==> config.mk <==
export PLATFORM = sky130hd
export DESIGN_NAME = seq_shift_left
export DESIGN_NICKNAME = d
export VERILOG_FILES = /design/src/rtl/seq_shift_left.sv
export SDC_FILE = /design/constraint.sdc
export NUM_CORES = 1
export LEC_CHECK = 0
export ABC_CLOCK_PERIOD_IN_PS = 3000
export CAP_MARGIN = 0
export CORE_MARGIN = 4
export CORE_UTILIZATION = 40
export CTS_CLUSTER_DIAMETER = 150
export CTS_CLUSTER_SIZE = 14
export DETAILED_ROUTE_END_ITERATION = 16
export PLACE_DENSITY = 0.71
export SLEW_MARGIN = 15
export SYNTH_ARGS = -nofsm -noshare
export SYNTH_HDL_FRONTEND = slang
export SYNTH_SLANG_ARGS = --single-unit
==> constraint.sdc <==
create_clock -name clk -period 3 [get_ports clk]
set_input_delay 0.75 -clock clk [delete_from_list [all_inputs] [get_ports clk]]
set_output_delay 0.75 -clock clk [all_outputs]
set_load 0.05 [all_outputs]
==> src/rtl/seq_shift_left.sv <==
// Multi-cycle 64-bit logical left shifter (SLL/SLLI/SLLW).
// Resolves one barrel stage per clock, giving a fixed six-cycle latency behind valid/ready ports.
module seq_shift_left #(
  parameter int unsigned WIDTH  = 64,
  parameter int unsigned STAGES = 6
) (
  input  logic             clk,
  input  logic             rst,
  input  logic [WIDTH-1:0] data,
  input  logic [WIDTH-1:0] _shift,
  input  logic             word,
  input  logic             in_valid,
  output logic             in_ready,
  output logic [WIDTH-1:0] out,
  output logic             out_valid,
  input  logic             out_ready,
  output logic             busy
);

  localparam int unsigned SW   = $clog2(STAGES);
  localparam int unsigned HALF = WIDTH / 2;

  typedef enum logic [1:0] {IDLE, SHIFT, DONE} state_t;

  state_t             state_q, state_d;
  logic [SW-1:0]      stage_q;
  logic [STAGES-1:0]  amt_q;
  logic               word_q;
  logic [WIDTH-1:0]   work_q;
  logic [WIDTH-1:0]   out_q;
  logic [WIDTH-1:0]   stage_res;
  logic [STAGES-1:0]  amt_in;
  logic               in_fire;
  logic               last_stage;
  logic               unused_shift_hi;

  assign unused_shift_hi = ^_shift[WIDTH-1:STAGES];

  assign in_fire    = in_valid && (state_q == IDLE);
  assign last_stage = (stage_q == SW'(STAGES - 1));
  assign amt_in     = word ? {1'b0, _shift[STAGES-2:0]} : _shift[STAGES-1:0];

  // Final stage doubles as the SLLW sign-extension step instead of the 32-bit shift.
  always_comb begin
    stage_res = work_q;
    if (last_stage) begin
      if (word_q)
        stage_res = {{HALF{work_q[HALF-1]}}, work_q[HALF-1:0]};
      else if (amt_q[STAGES-1])
        stage_res = work_q << HALF;
    end else if (amt_q[stage_q]) begin
      stage_res = work_q << (32'd1 << stage_q);
    end
  end

  always_ff @(posedge clk) begin
    if (rst) state_q <= IDLE;
    else     state_q <= state_d;
  end

  always_comb begin
    state_d = state_q;
    unique case (state_q)
      IDLE:    if (in_fire) state_d = SHIFT;
      SHIFT:   if (last_stage) state_d = DONE;
      DONE:    if (out_ready) state_d = IDLE;
      default: state_d = IDLE;
    endcase
  end

  always_ff @(posedge clk) begin
    if (rst) begin
      stage_q <= '0;
      amt_q   <= '0;
      word_q  <= 1'b0;
      work_q  <= '0;
      out_q   <= '0;
    end else begin
      unique case (state_q)
        IDLE: begin
          if (in_fire) begin
            work_q  <= data;
            amt_q   <= amt_in;
            word_q  <= word;
            stage_q <= '0;
          end
        end
        SHIFT: begin
          work_q <= stage_res;
          if (last_stage) begin
            stage_q <= '0;
            out_q   <= stage_res;
          end else begin
            stage_q <= stage_q + 1'b1;
          end
        end
        default: ;
      endcase
    end
  end

  always_comb begin
    in_ready  = (state_q == IDLE);
    out_valid = (state_q == DONE);
    busy      = (state_q == SHIFT) || (state_q == DONE);
    out       = out_q;
  end

endmodule

==> flow_summary.toml <==
[logic_synthesis]
yosysWarnings = 0
synth.cell_area_um2 = 10600
synth_simple_gate_area_share_pct = 19.4
syn_inst = 1442
yosysSeqAreaShare_pct = 26.4
synthAdderAreaFrac_pct = 0.589
synthDistinctLibCells = 90
synth_edf_count = 0
async_flop_share_pct = 0
synth_ff_type = "dfxtp_1"
ys_ff_latch = 140
muxShareOfSynthArea_pct = 7.42
synth_area_per_cell_um2 = 7.37
synth-compound-area-share_pct = 37.8
synth.net_count = 1580
synth_top_family_by_area = "compound AO/OA/AOI/OAI gates"
synth-xor-area-share_pct = 0

[timing]
rsz0062_at_grt = "no"
skew_ns = 0.0267
max_freq_mhz = 340
final_hold_viol_count = 0
finalSetupViolCount = 0
min_period_ns = 2.94
setup_slack_ns = 0.0601
finalCritPeriodShare_pct = 98.0
slew_headroom_pct = 35.2
drv_slew = 0
timing.setup.tns_ns = 0
worst_slew_pin_slew_ns = 0.962

[power]
netSwitchingFraction_pct = 41.2
intPower_uw = 3990
total_power_uw = 6780
switchingPower_uw = 2800
powerDensity_nw_per_um2 = 497
peakVddDrop_v = 0.000301
power_frac_clock_pct = 31.5
seqPwrFrac_pct = 34.1
p_leak_uw = 0.00481
power.share.combinational_pct = 34.3

[clocking]
clkTransAtPathRegs_ns = 0.08
root_buffer = "clkbuf_16"
clock_path_buffers = 2
hold_buffers = 0
htreeDepth = 4
tritoncts = "built"
cts_sinks = 140
post_cts_buffers = 0
clkLatencyLatePin_ns = 0.44
cts_made_buffers = 17

[layout]
layout-drive-gt1-share_pct = 16.9
layout_common_cells = "193 x nor2_1, 162 x buf_4, 143 x a21oi_1"
utilization_pct = 52.4
area_growth_pct = 28.6
multi_input_area_um2 = 6980
layout.nets = 1736
final_common_cell = "nor2_1"
n_antenna_cell = 0
nFillCells = 2571
ff_latch_area_um2 = 2810

[grt]
antenna_found_initial = 2
grt_start_max_net_pins = 94
grtUsageTotal_pct = 40.9
grt_pass1_wl_mm = 88.0
grt_pass1_vias = 12700
overflow = 0

[place]
place_congestion = 1.15
place_ws_ns = 0.0686
portBuffers = 141
dpl.hpwl_mm = 45.8

[setup_path]
crit_path_end_kind = "register"
arrival_ns = 3.24
cp.required_ns = 3.30
critPathLaunchType = "register"
crit_fanout = 10
r2r_slack_ns = 0.06
worstSetupPathType = "reg2reg"
reg2regPathDepth = 9

[routing]
drc_errors = 0
drt_iter0_drc = 1890
avgRoutedWirePerCell_um = 31.8
antenna_left = 0
via_count = 13400
drt_pre_antenna_iters = 14
post_drt_via_cell_ratio = 6.90
drt_wl_total_mm = 62.0

[outcome]
status = "finished clean"

[die]
initial_core_util_pct = 40.8
dieHeight_um = 171
core_area_um2 = 26100
dieArea_um2 = 29200
die_w_um = 171
io_pins = 200
num_rows = 59

[run]
cap_violations = 0

[hold_path]
hold_depth = 2
hp-class = "reg2reg"
critical path, cell delays in order (launching register included):
cell and delay (ns):
dfxtp_2 0.48, buf_4 0.25, nand4bb_1 0.28, o221ai_1 0.21
nor2_2 0.50, nor2_1 0.26, buf_4 0.22, o21ai_0 0.07
a32oi_1 0.07, a311oi_1 0.46
Yosys cell counts (9+ instances only):
cell type / count / share of area [%]
nand2b_1: 9 / 0.53
nor2_1: 196 / 6.9
o211ai_1: 38 / 2.7
buf_1: 13 / 0.46
mux2_2: 12 / 1.3
buf_6: 14 / 1.5
nor3_1: 29 / 1.4
buf_2: 38 / 1.8
a31oi_1: 9 / 0.53
a22oi_1: 68 / 4.8
o22ai_1: 45 / 2.6
a221oi_1: 23 / 1.9
nand3_1: 19 / 0.90
a222oi_1: 10 / 0.94
and3_1: 27 / 1.6
buf_4: 9 / 0.64
dfxtp_1: 140 / 26
inv_1: 11 / 0.39
nand2_1: 103 / 3.6
nor2b_1: 10 / 0.59
a21oi_1: 144 / 6.8
clkbuf_1: 101 / 3.6
mux2i_1: 63 / 5.9
o221ai_1: 23 / 1.9
o21ai_0: 102 / 4.8
a211oi_1: 21 / 1.5
through the flow:
step	area (um2)	cells	hold slack (ns)
finish	13700	1946	0.459
global route	13700	1946	0.485
CTS	13600	1946	0.461
detailed placement	13100	1914	0.449
global placement	13100	1914	0.447
floorplan	10600	1442	0.446
logic make-up (layout without fill, tap and decap cells):
family	after synthesis	in the layout
AO/OA/AOI/OAI	590	590
AND/OR/NAND/NOR	442	442
buffers and inverters	189	358
flip-flops	140	140
multiplexers	76	76
adder cells (fa/ha/maj)	5	5
per-layer routing:
layer	global-route usage, %	vias to the layer above	part of all wire, %
li1	-	5729	-
met1	51.6	6389	38
met2	62.8	1016	43
met3	8.64	300	10
met4	27.4	0	9.1
met5	0	-	0
timing repair:
item,4_1_cts,5_1_grt
hold endpoints to repair,0,0
endpoints found under the setup margin,0,11
resized for setup,0,4
power by group through the flow:
stage	sequential [uW]	clock [uW]	combinational, uW
global placement	2330	0	2230
detailed placement	2320	0	2230
floorplan	2070	0	1340
global route	2300	2220	2430
finish	2320	2140	2330
CTS	2280	2150	2240
registers in the layout, indices dropped and copies added (netlist names):
name and count:
state_q 2, stage_q 3, amt_q 6, work_q 64, word_q 1, out 64
layout make-up:
cell class | count | share of cell area [%]
multi-input combinational | 1113 | 51.1
timing repair buffer | 313 | 20.8
sequential | 140 | 20.6
clock buffer | 17 | 3.11
tap | 335 | 3.07
clock inverter | 15 | 1.05
inverter | 13 | 0.366
worst paths after layout:
| check | from | to |
|---|---|---|
| setup / recovery | stage_q[0]$_SDFFE_PP0P_ | work_q[26]$_SDFFE_PP0P_ |
| hold / removal | out[49]$_SDFFE_PP0P_ | out[49]$_SDFFE_PP0P_ |
| setup reg to reg | stage_q[0]$_SDFFE_PP0P_ | work_q[26]$_SDFFE_PP0P_ |
| hold reg to reg | out[49]$_SDFFE_PP0P_ | out[49]$_SDFFE_PP0P_ |
Note: power is estimated with default switching activity, not from simulation.
